$ cat src/rtl/spi_slave_regbank.sv
// SPI mode-0 slave exposing four RW and four RO 32-bit registers to fabric logic.
// SPI pins are oversampled in the clk_clk domain; one 40-bit frame = command byte + 32 data bits.
module spi_slave_regbank #(
  parameter int          SYNC_STAGES = 2,
  parameter logic [7:0]  SIGNATURE   = 8'hA5,
  parameter logic [31:0] RST_VAL     = 32'h0000_0000
) (
  input  logic         clk_clk,
  input  logic         reset_reset_n,
  input  logic         spi_sclk,
  input  logic         spi_mosi,
  input  logic         spi_ss_n,
  output logic         spi_miso,
  output logic [127:0] rw_regs,
  input  logic [127:0] ro_regs,
  output logic [3:0]   wr_strobe,
  output logic         frame_done,
  output logic         frame_err
);

  typedef enum logic [2:0] {
    S_IDLE,
    S_CMD,
    S_DATA,
    S_DONE,
    S_WAIT
  } state_t;

  state_t r_state;
  state_t w_nextState;

  logic [SYNC_STAGES-1:0] r_sclkSync;
  logic [SYNC_STAGES-1:0] r_mosiSync;
  logic [SYNC_STAGES-1:0] r_ssSync;
  logic                   r_sclkPrev;
  logic                   r_ssPrev;

  logic [5:0]        r_bitCnt;
  logic [31:0]       r_rxShift;
  logic [31:0]       r_txShift;
  logic              r_rw;
  logic [2:0]        r_addr;
  logic              r_miso;
  logic [3:0][31:0]  r_rwRegs;
  logic [3:0]        r_wrStrobe;
  logic              r_frameDone;
  logic              r_frameErr;

  logic        w_sclk;
  logic        w_mosi;
  logic        w_ss;
  logic        w_sclkRise;
  logic        w_sclkFall;
  logic        w_ssFall;
  logic        w_ssRise;
  logic        w_abort;
  logic [2:0]  w_cmdAddr;
  logic [31:0] w_readData;

  // SS_n synchronisers reset high so an idle bus never looks like a frame start.
  always_ff @(posedge clk_clk or negedge reset_reset_n) begin
    if (!reset_reset_n) begin
      r_sclkSync <= '0;
      r_mosiSync <= '0;
      r_ssSync   <= '1;
      r_sclkPrev <= 1'b0;
      r_ssPrev   <= 1'b1;
    end else begin
      r_sclkSync <= {r_sclkSync[SYNC_STAGES-2:0], spi_sclk};
      r_mosiSync <= {r_mosiSync[SYNC_STAGES-2:0], spi_mosi};
      r_ssSync   <= {r_ssSync[SYNC_STAGES-2:0], spi_ss_n};
      r_sclkPrev <= w_sclk;
      r_ssPrev   <= w_ss;
    end
  end

  assign w_sclk     = r_sclkSync[SYNC_STAGES-1];
  assign w_mosi     = r_mosiSync[SYNC_STAGES-1];
  assign w_ss       = r_ssSync[SYNC_STAGES-1];
  assign w_sclkRise = w_sclk & ~r_sclkPrev;
  assign w_sclkFall = ~w_sclk & r_sclkPrev;
  assign w_ssFall   = ~w_ss & r_ssPrev;
  assign w_ssRise   = w_ss & ~r_ssPrev;

  always_ff @(posedge clk_clk or negedge reset_reset_n) begin
    if (!reset_reset_n) begin
      r_state <= S_IDLE;
    end else begin
      r_state <= w_nextState;
    end
  end

  // The 40th SCLK rise outranks an SS_n rise seen in the same cycle; WAIT then exits on the SS_n level.
  always_comb begin
    w_nextState = r_state;
    w_abort     = 1'b0;
    case (r_state)
      S_IDLE: begin
        if (w_ssFall) begin
          w_nextState = S_CMD;
        end
      end
      S_CMD: begin
        if (w_ssRise) begin
          w_nextState = S_IDLE;
          w_abort     = 1'b1;
        end else if (w_sclkRise && (r_bitCnt == 6'd7)) begin
          w_nextState = S_DATA;
        end
      end
      S_DATA: begin
        if (w_sclkRise && (r_bitCnt == 6'd39)) begin
          w_nextState = S_DONE;
        end else if (w_ssRise) begin
          w_nextState = S_IDLE;
          w_abort     = 1'b1;
        end
      end
      S_DONE: begin
        w_nextState = S_WAIT;
      end
      S_WAIT: begin
        if (w_ss) begin
          w_nextState = S_IDLE;
        end
      end
      default: begin
        w_nextState = S_IDLE;
      end
    endcase
  end

  // The address completes with the MOSI bit arriving on the 8th rise, so decode it from the live shifter.
  always_comb begin
    w_cmdAddr  = {r_rxShift[1:0], w_mosi};
    w_readData = '0;
    if (!w_cmdAddr[2]) begin
      w_readData = r_rwRegs[w_cmdAddr[1:0]];
    end else begin
      w_readData = ro_regs[{w_cmdAddr[1:0], 5'd0} +: 32];
    end
  end

  always_ff @(posedge clk_clk or negedge reset_reset_n) begin
    if (!reset_reset_n) begin
      r_bitCnt    <= '0;
      r_rxShift   <= '0;
      r_txShift   <= '0;
      r_rw        <= 1'b0;
      r_addr      <= '0;
      r_miso      <= 1'b0;
      r_rwRegs    <= {4{RST_VAL}};
      r_wrStrobe  <= '0;
      r_frameDone <= 1'b0;
      r_frameErr  <= 1'b0;
    end else begin
      r_wrStrobe  <= '0;
      r_frameDone <= 1'b0;
      r_frameErr  <= w_abort;
      case (r_state)
        S_IDLE: begin
          r_bitCnt <= '0;
          if (w_ssFall) begin
            r_miso    <= SIGNATURE[7];
            r_txShift <= {SIGNATURE[6:0], 25'd0};
          end else begin
            r_miso <= 1'b0;
          end
        end
        S_CMD, S_DATA: begin
          if (w_sclkRise) begin
            r_rxShift <= {r_rxShift[30:0], w_mosi};
            r_bitCnt  <= r_bitCnt + 6'd1;
            if ((r_state == S_CMD) && (r_bitCnt == 6'd7)) begin
              r_rw      <= r_rxShift[6];
              r_addr    <= w_cmdAddr;
              r_txShift <= w_readData;
            end
          end
          if (w_sclkFall) begin
            r_miso    <= r_txShift[31];
            r_txShift <= {r_txShift[30:0], 1'b0};
          end
          if (w_abort) begin
            r_miso <= 1'b0;
          end
        end
        S_DONE: begin
          r_frameDone <= 1'b1;
          if (r_rw && !r_addr[2]) begin
            r_rwRegs[r_addr[1:0]]   <= r_rxShift;
            r_wrStrobe[r_addr[1:0]] <= 1'b1;
          end
          if (w_sclkFall) begin
            r_miso <= 1'b0;
          end
        end
        S_WAIT: begin
          if (w_sclkFall || w_ss) begin
            r_miso <= 1'b0;
          end
        end
        default: begin
          r_miso <= 1'b0;
        end
      endcase
    end
  end

  assign spi_miso   = r_miso;
  assign rw_regs    = r_rwRegs;
  assign wr_strobe  = r_wrStrobe;
  assign frame_done = r_frameDone;
  assign frame_err  = r_frameErr;

endmodule

$ cat config.mk
export PLATFORM = sky130hd
export DESIGN_NAME = spi_slave_regbank
export DESIGN_NICKNAME = d
export VERILOG_FILES = /design/src/rtl/spi_slave_regbank.sv
export SDC_FILE = /design/constraint.sdc
export NUM_CORES = 1
export LEC_CHECK = 0
export CORE_UTILIZATION = 45
export DETAILED_ROUTE_END_ITERATION = 12
export PLACE_DENSITY = 0.73
export RECOVER_POWER = 100
export SYNTH_ARGS = -nofsm -noshare
export SYNTH_HDL_FRONTEND = slang
export SYNTH_SLANG_ARGS = --single-unit
$ cat constraint.sdc
create_clock -name clk_clk -period 1.9 [get_ports clk_clk]
set_input_delay 0.57 -clock clk_clk [delete_from_list [all_inputs] [get_ports clk_clk]]
set_output_delay 0.57 -clock clk_clk [all_outputs]
set_load 0.01 [all_outputs]
Word-level counts from Yosys, hierarchy flattened
Cells that the tools add are included.
{ "totals": {"elab_cells": 99, "register_bits": 220, "in_bits": 133, "output_inout_bits": 135} }
{ "classes": {"n_reduce_logical": 17, "n_lt_le_gt_ge": 3, "shifts": 1, "n_bitwise": 8, "mux": 34, "add_sub_neg": 1, "eq_ne": 16} }
{ "ops": {"columns": ["op", "n"], "rows": [
  ["$mux 32", 7],
  ["$bwmux 128", 1],
  ["$shiftx 128x8->32", 1],
  ["$bmux 32 s2", 1],
  ["$demux 32 s2", 1],
  ["$pmux 32 s2", 1],
  ["$mux 3", 6],
  ["$ne 3x3->1 const B", 5],
  ["$pmux 3 s5", 1],
  ["$pmux 6 s2", 1],
  ["$ne 2x2->1 const B", 5],
  ["$mux 1", 9],
  ["$mux 4", 2],
  ["$reduce_and 4->1", 2],
  ["$add 6x1->6 const B", 1],
  ["$eq 3x2->1 const B", 2],
  ["$eq 6x3->1 const B", 1],
  ["$eq 6x6->1 const B", 1],
  ["$lt 2x3->1 const B", 2],
  ["$mux 6", 1],
  ["$reduce_and 2->1", 3],
  ["$reduce_and 3->1", 2],
  ["$logic_and 1x1->1", 5],
  ["$and 1x1->1", 4],
  ["12 further kinds", 15]
]} }

Longest topological paths before layout
{ "depth": {"depth_word": 7, "mapped_depth": 6} }

Worst setup path before layout
No wires, ideal clock.
{ "synth_timing": {"path_type": "register -> register", "start": "register r_mosiSync[1]", "end": "register r_txShift[24]", "path_buffers": 2, "required_time_ns": 1.778, "path_stages_with_launch": 6, "synth_period_minus_slack_ns": 1.843, "arrival_ns": 1.722, "slack_ns": 0.057, "setup_time_ns": 0.122, "path_cell_list": "dfrtp_1 > buf_2 > buf_2 > mux4_2 > o22a_1 > a32o_1"} }
{ "synth_between": {"elab_chain_len": 7, "elab_cells_between_ends": 8} }
{ "synth_rtl": {"columns": ["item", "line_no", "source"], "rows": [
  ["start: declaration", "33", "logic [SYNC_STAGES-1:0] r_mosiSync;"],
  ["start signal: assignment", "70", "r_mosiSync <= {r_mosiSync[SYNC_STAGES-2:0], spi_mosi};"],
  ["branches (longest 2 deep; another with $shiftx 128x8->32)", null, null],
  ["$mux 32 *", "137", "if (!w_cmdAddr[2]) begin"],
  ["$mux 32 *", "174", "if ((r_state == S_CMD) && (r_bitCnt == 6'd7)) begin"],
  ["$mux 32 *", "171", "if (w_sclkRise) begin"],
  ["$mux 32 *", "180", "if (w_sclkFall) begin"],
  ["$pmux 32 s2 *", "160", "case (r_state)"],
  ["end signal: assignment", "165", "r_txShift <= {SIGNATURE[6:0], 25'd0};"],
  ["end signal: assignment", "177", "r_txShift <= w_readData;"],
  ["end signal: assignment", "182", "r_txShift <= {r_txShift[30:0], 1'b0};"],
  ["end: declaration", "40", "logic [31:0] r_txShift;"]
]} }
Every way passes the cells marked *. The select of a mux whose other input is x is not followed.
A chain may end at the register's enable or synchronous reset.

Worst setup path after layout
{ "layout_timing": {"start": "register r_state[2]", "end": "register r_rwRegs (netlist bit rw_regs[27])"} }
{ "layout_between": {"elab_chain_len": 2} }
{ "layout_rtl": {"columns": ["item", "line_no", "source"], "rows": [
  ["start: declaration", "29", "state_t r_state;"],
  ["start signal: assignment", "89", "r_state <= w_nextState;"],
  ["$eq 3x2->1", "160", null],
  ["$reduce_and 2->1 (no line)", null, null],
  ["end signal: assignment", "152", "r_rwRegs <= {4{RST_VAL}};"],
  ["end signal: indexed assignment", "191", "r_rwRegs[r_addr[1:0]] <= r_rxShift;"],
  ["end: declaration", "44", "logic [3:0][31:0] r_rwRegs;"]
]} }
Every way passes these cells.

==> flow_metrics.env <==
export IMPL_timing_rr_end="rw_regs[27]"
export IMPL_synth_compound_area_share_pct=7.45
export IMPL_track_usage_pct=24.8
export IMPL_ys_ff_latch=220
export IMPL_multi_input_area_sq_um=4830
export IMPL_hp_start="r_sclkSync[0]"
export IMPL_ys_warn_count=0
export IMPL_place_gp_congestion=0.824
export IMPL_switchingPower_mw=3.39
export IMPL_critPathLaunchType="register"
export IMPL_syn_avg_cell_area_sq_um=15.2
export IMPL_area_growth_syn_to_layout_pct=43.2
export IMPL_synth_xor_area_share_pct=0
export IMPL_required_ps=2280
export IMPL_syn_nets=821
export IMPL_die_h_um=155
export IMPL_dp_cells=1240
export IMPL_drc=0
export IMPL_switching_share_pct=26.4
export IMPL_p_leak_nw=7.35
export IMPL_clk_latency_ps=510
export IMPL_synthMuxAreaShare_pct=32.3
export IMPL_tns_ps=-339
export IMPL_fp_dieW_um=155
export IMPL_htree_levels=1
export IMPL_setup_viol=28
export IMPL_rrSetupSlack_ps=-40
export IMPL_path_buf_inv=2
export IMPL_grt_max_degree=52
export IMPL_diodes=0
export IMPL_final_core_util_pct=66.0
export IMPL_drv_cap=0
export IMPL_rsz0062_at_grt="true"
export IMPL_drive_gt1_share_pct=35.5
export IMPL_vdd_drop_max_mv=0.744
export IMPL_grt_antenna_before_repair=0
export IMPL_violations="setup timing"
export IMPL_critPathSlowestCell="dfrtp_1"
export IMPL_clkPwrFrac_pct=36.2
export IMPL_clockRootBuffer="clkbuf_16"
export IMPL_crit_type="reg2reg"
export IMPL_internal_power_mw=9.44
export IMPL_min_period_ps=1940
export IMPL_drt_first_iter_violations=444
export IMPL_skew_ps=11.5
export IMPL_power_per_cell_area_nw_per_um2=856
export IMPL_min_path_cells=0
export IMPL_async_flop_share_pct=100
export IMPL_synth_area_sq_um=10500
export IMPL_cts_sinks=220
export IMPL_grt_pass1_wl_mm=46.0
export IMPL_die_area_sq_um=23900
export IMPL_slowest_delay_ps=390
export IMPL_worstPathArrival_ps=2320
export IMPL_routed_wl_mm=29.3
export IMPL_report_final_slew_viol_count=0
export IMPL_total_power_mw=12.8
export IMPL_port_buffers=267
export IMPL_synth_area_leaders="dfrtp_1, mux2_2, mux4_2"
export IMPL_final_cells=1297
export IMPL_r2r_start="r_state[2]"
export IMPL_post_synth_top_area_fraction_pct=51.9
export IMPL_grt_pass1_vias=7959
export IMPL_setup_ws_ps=-38.7
export IMPL_ios=268
export IMPL_syn_inst=687
export IMPL_clkTransAtPathRegs_ps=60
export IMPL_relSlewSlack_pct=69.8
export IMPL_synth_top_area_cell="dfrtp_1"
export IMPL_place_hpwl_mm=19.5
export IMPL_grt_overflow_total=0
export IMPL_yosysSeqAreaShare_pct=52.6
export IMPL_seqPwrFrac_pct=41.4
export IMPL_num_vias=7441
export IMPL_hold_end="r_sclkSync[1]"
export IMPL_synth_edff_count=0
export IMPL_critPathCaptureType="register"
export IMPL_ff2ff_path_depth=6
export IMPL_dr_pass1_iters=5
export IMPL_power_frac_comb_pct=22.4
export IMPL_rows=55
export IMPL_register_area_sq_um=5510
export IMPL_max_freq_mhz=516
export IMPL_outcome="complete, but fails checks"
export IMPL_fillers=1750
export IMPL_start_util_pct=46.1
export IMPL_wl_per_cell_um=22.6
export IMPL_path_max_fanout=6
export IMPL_cts_tree="built"
export IMPL_cp_top_family="simple AND/OR/NAND/NOR gates"
export IMPL_synth_top_family_by_area="multiplexers"
export IMPL_ant_nets=0
export IMPL_fin_crit_sh_pct=102
export IMPL_cts_buffer_depth=3
export IMPL_ys_flop_type="dfrtp_1"
export IMPL_synth_simple_area_share_pct=4.53
export IMPL_tightest_slew_ps=453
export IMPL_ys_types=51
export IMPL_cts_buffers=23
export IMPL_synthAdderAreaFrac_pct=0.227
export IMPL_fin_nets=1132
export IMPL_hold_path_class="reg2reg"
export IMPL_timing_hold_violations_final=0
export IMPL_path_cells="and3b_1, and3b_2, nor3b_4, buf_6, clkbuf_16, mux2_2"
export IMPL_core_area_sq_um=22700
export IMPL_vias_per_cell=5.74
==> state kept, by name, indices dropped and copies added, names as in the netlist <==
signal / cells
frame_done: 1
frame_err: 1
r_addr: 3
r_bitCnt: 6
r_mosiSync: 2
r_rw: 1
r_rxShift: 32
r_sclkPrev: 1
r_sclkSync: 2
r_ssPrev: 1
r_ssSync: 2
r_state: 3
r_txShift: 32
rw_regs: 128
spi_miso: 1
wr_strobe: 4
==> synthesized netlist by cell type, types with 2 or more instances <==
library cell	n
and3b_1	4
inv_1	10
nand2b_1	32
mux4_2	61
a21oi_1	5
or4_1	4
dfstp_2	3
o22a_1	28
nor3_1	2
nand2_1	8
a32o_1	28
o21a_1	3
a22oi_1	3
clkbuf_1	15
mux2_2	165
nor2b_1	4
buf_4	8
o31ai_1	4
mux2i_1	14
a41oi_1	2
nor2_1	4
buf_1	2
nand3_1	3
or2_2	2
dfrtp_1	217
o21ai_0	5
buf_2	27
==> final cells by class <==
cell class	count	share of cell area, %
Timing Repair Buffer	338	23.2
Sequential cell	220	36.8
Tap cell	285	2.38
Clock buffer	30	4.35
Inverter	10	0.250
Multi-Input combinational cell	405	32.2
Clock inverter	9	0.843
==> per-stage QoR <==
step | setup WS (ps) | cell area [sq um] | hold slack, ps
floorplan | 56.8 | 10500 | 274
global placement | -158 | 13900 | 335
detailed placement | -190 | 13900 | 336
CTS | -47.6 | 14700 | 345
global route | -88.8 | 15000 | 352
finish | -38.7 | 15000 | 347
==> power by group through the flow <==
| stage | Combinational (mW) | Sequential [mW] | Clock (mW) |
|---|---|---|---|
| 3_3_place_gp | 2.74 | 5.36 | 0 |
| 6_report | 2.88 | 5.31 | 4.64 |
| 2_1_floorplan | 1.72 | 5.25 | 0 |
| 4_1_cts | 2.83 | 5.30 | 4.74 |
| 3_5_place_dp | 2.77 | 5.37 | 0 |
| 5_1_grt | 3.08 | 5.35 | 4.94 |
==> cell families after synthesis <==
| kind of cell | count (synthesis) |
|---|---|
| and+or+nand+nor | 73 |
| buffers and inverters | 62 |
| DFF | 220 |
| muxes | 241 |
| adders and majority gates | 2 |
| AOI/OAI and AO/OA | 89 |
==> layer usage <==
| layer | vias up | GRT usage [%] | wire (um) |
|---|---|---|---|
| met5 | - | 0 | 0 |
| met4 | 0 | 6.46 | 466 |
| met3 | 38 | 3.05 | 1290 |
| met2 | 244 | 42.3 | 15000 |
| met1 | 3884 | 33.6 | 12500 |
| li1 | 3275 | - | - |
==> placed cells by master, fill, tap and decap left out, types with 3 or more instances in the layout <==
cell	netlist	layout
clkdlybuf4s50_1	0	128
nor2b_1	4	3
a32o_1	28	28
bufinv_16	0	3
dfrtp_1	217	215
inv_1	10	10
dlygate4sd3_1	0	4
mux4_2	61	61
a21oi_1	5	5
o21ai_0	5	5
nand2b_1	32	31
nor2_1	4	4
clkinv_2	0	4
clkbuf_1	15	3
or4_1	4	3
buf_4	8	34
o31ai_1	4	3
mux2i_1	14	14
nand2_1	8	8
clkbuf_8	0	5
buf_12	0	24
and3b_2	0	3
o21a_1	3	3
o22a_1	28	28
mux2_2	165	143
buf_6	0	4
dlygate4sd2_1	0	135
mux2_4	0	22
clkbuf_16	0	27
==> worst max-delay path by stage <==
stage,from,end,slack [ps],cells past startpoint
after floorplan,r_mosiSync[1],r_txShift[24],60,5
after global placement,ro_regs[61],r_txShift[29],-160,4
after detailed placement,ro_regs[29],r_txShift[29],-190,4
after CTS,r_bitCnt[1],r_txShift[10],-50,7
after global routing,r_state[0],rw_regs[18],-90,6
final,r_state[2],rw_regs[27],-40,6
==> timing repair <==
item,CTS,global route
setup endpoints to repair,195,97
endpoints found under the hold margin,39,0
pin swaps,3,6
hold buffers,1,0
cloned,2,4
gates resized for setup,143,35
buffers inserted,6,5
Power figures use the tool's default switching activity.
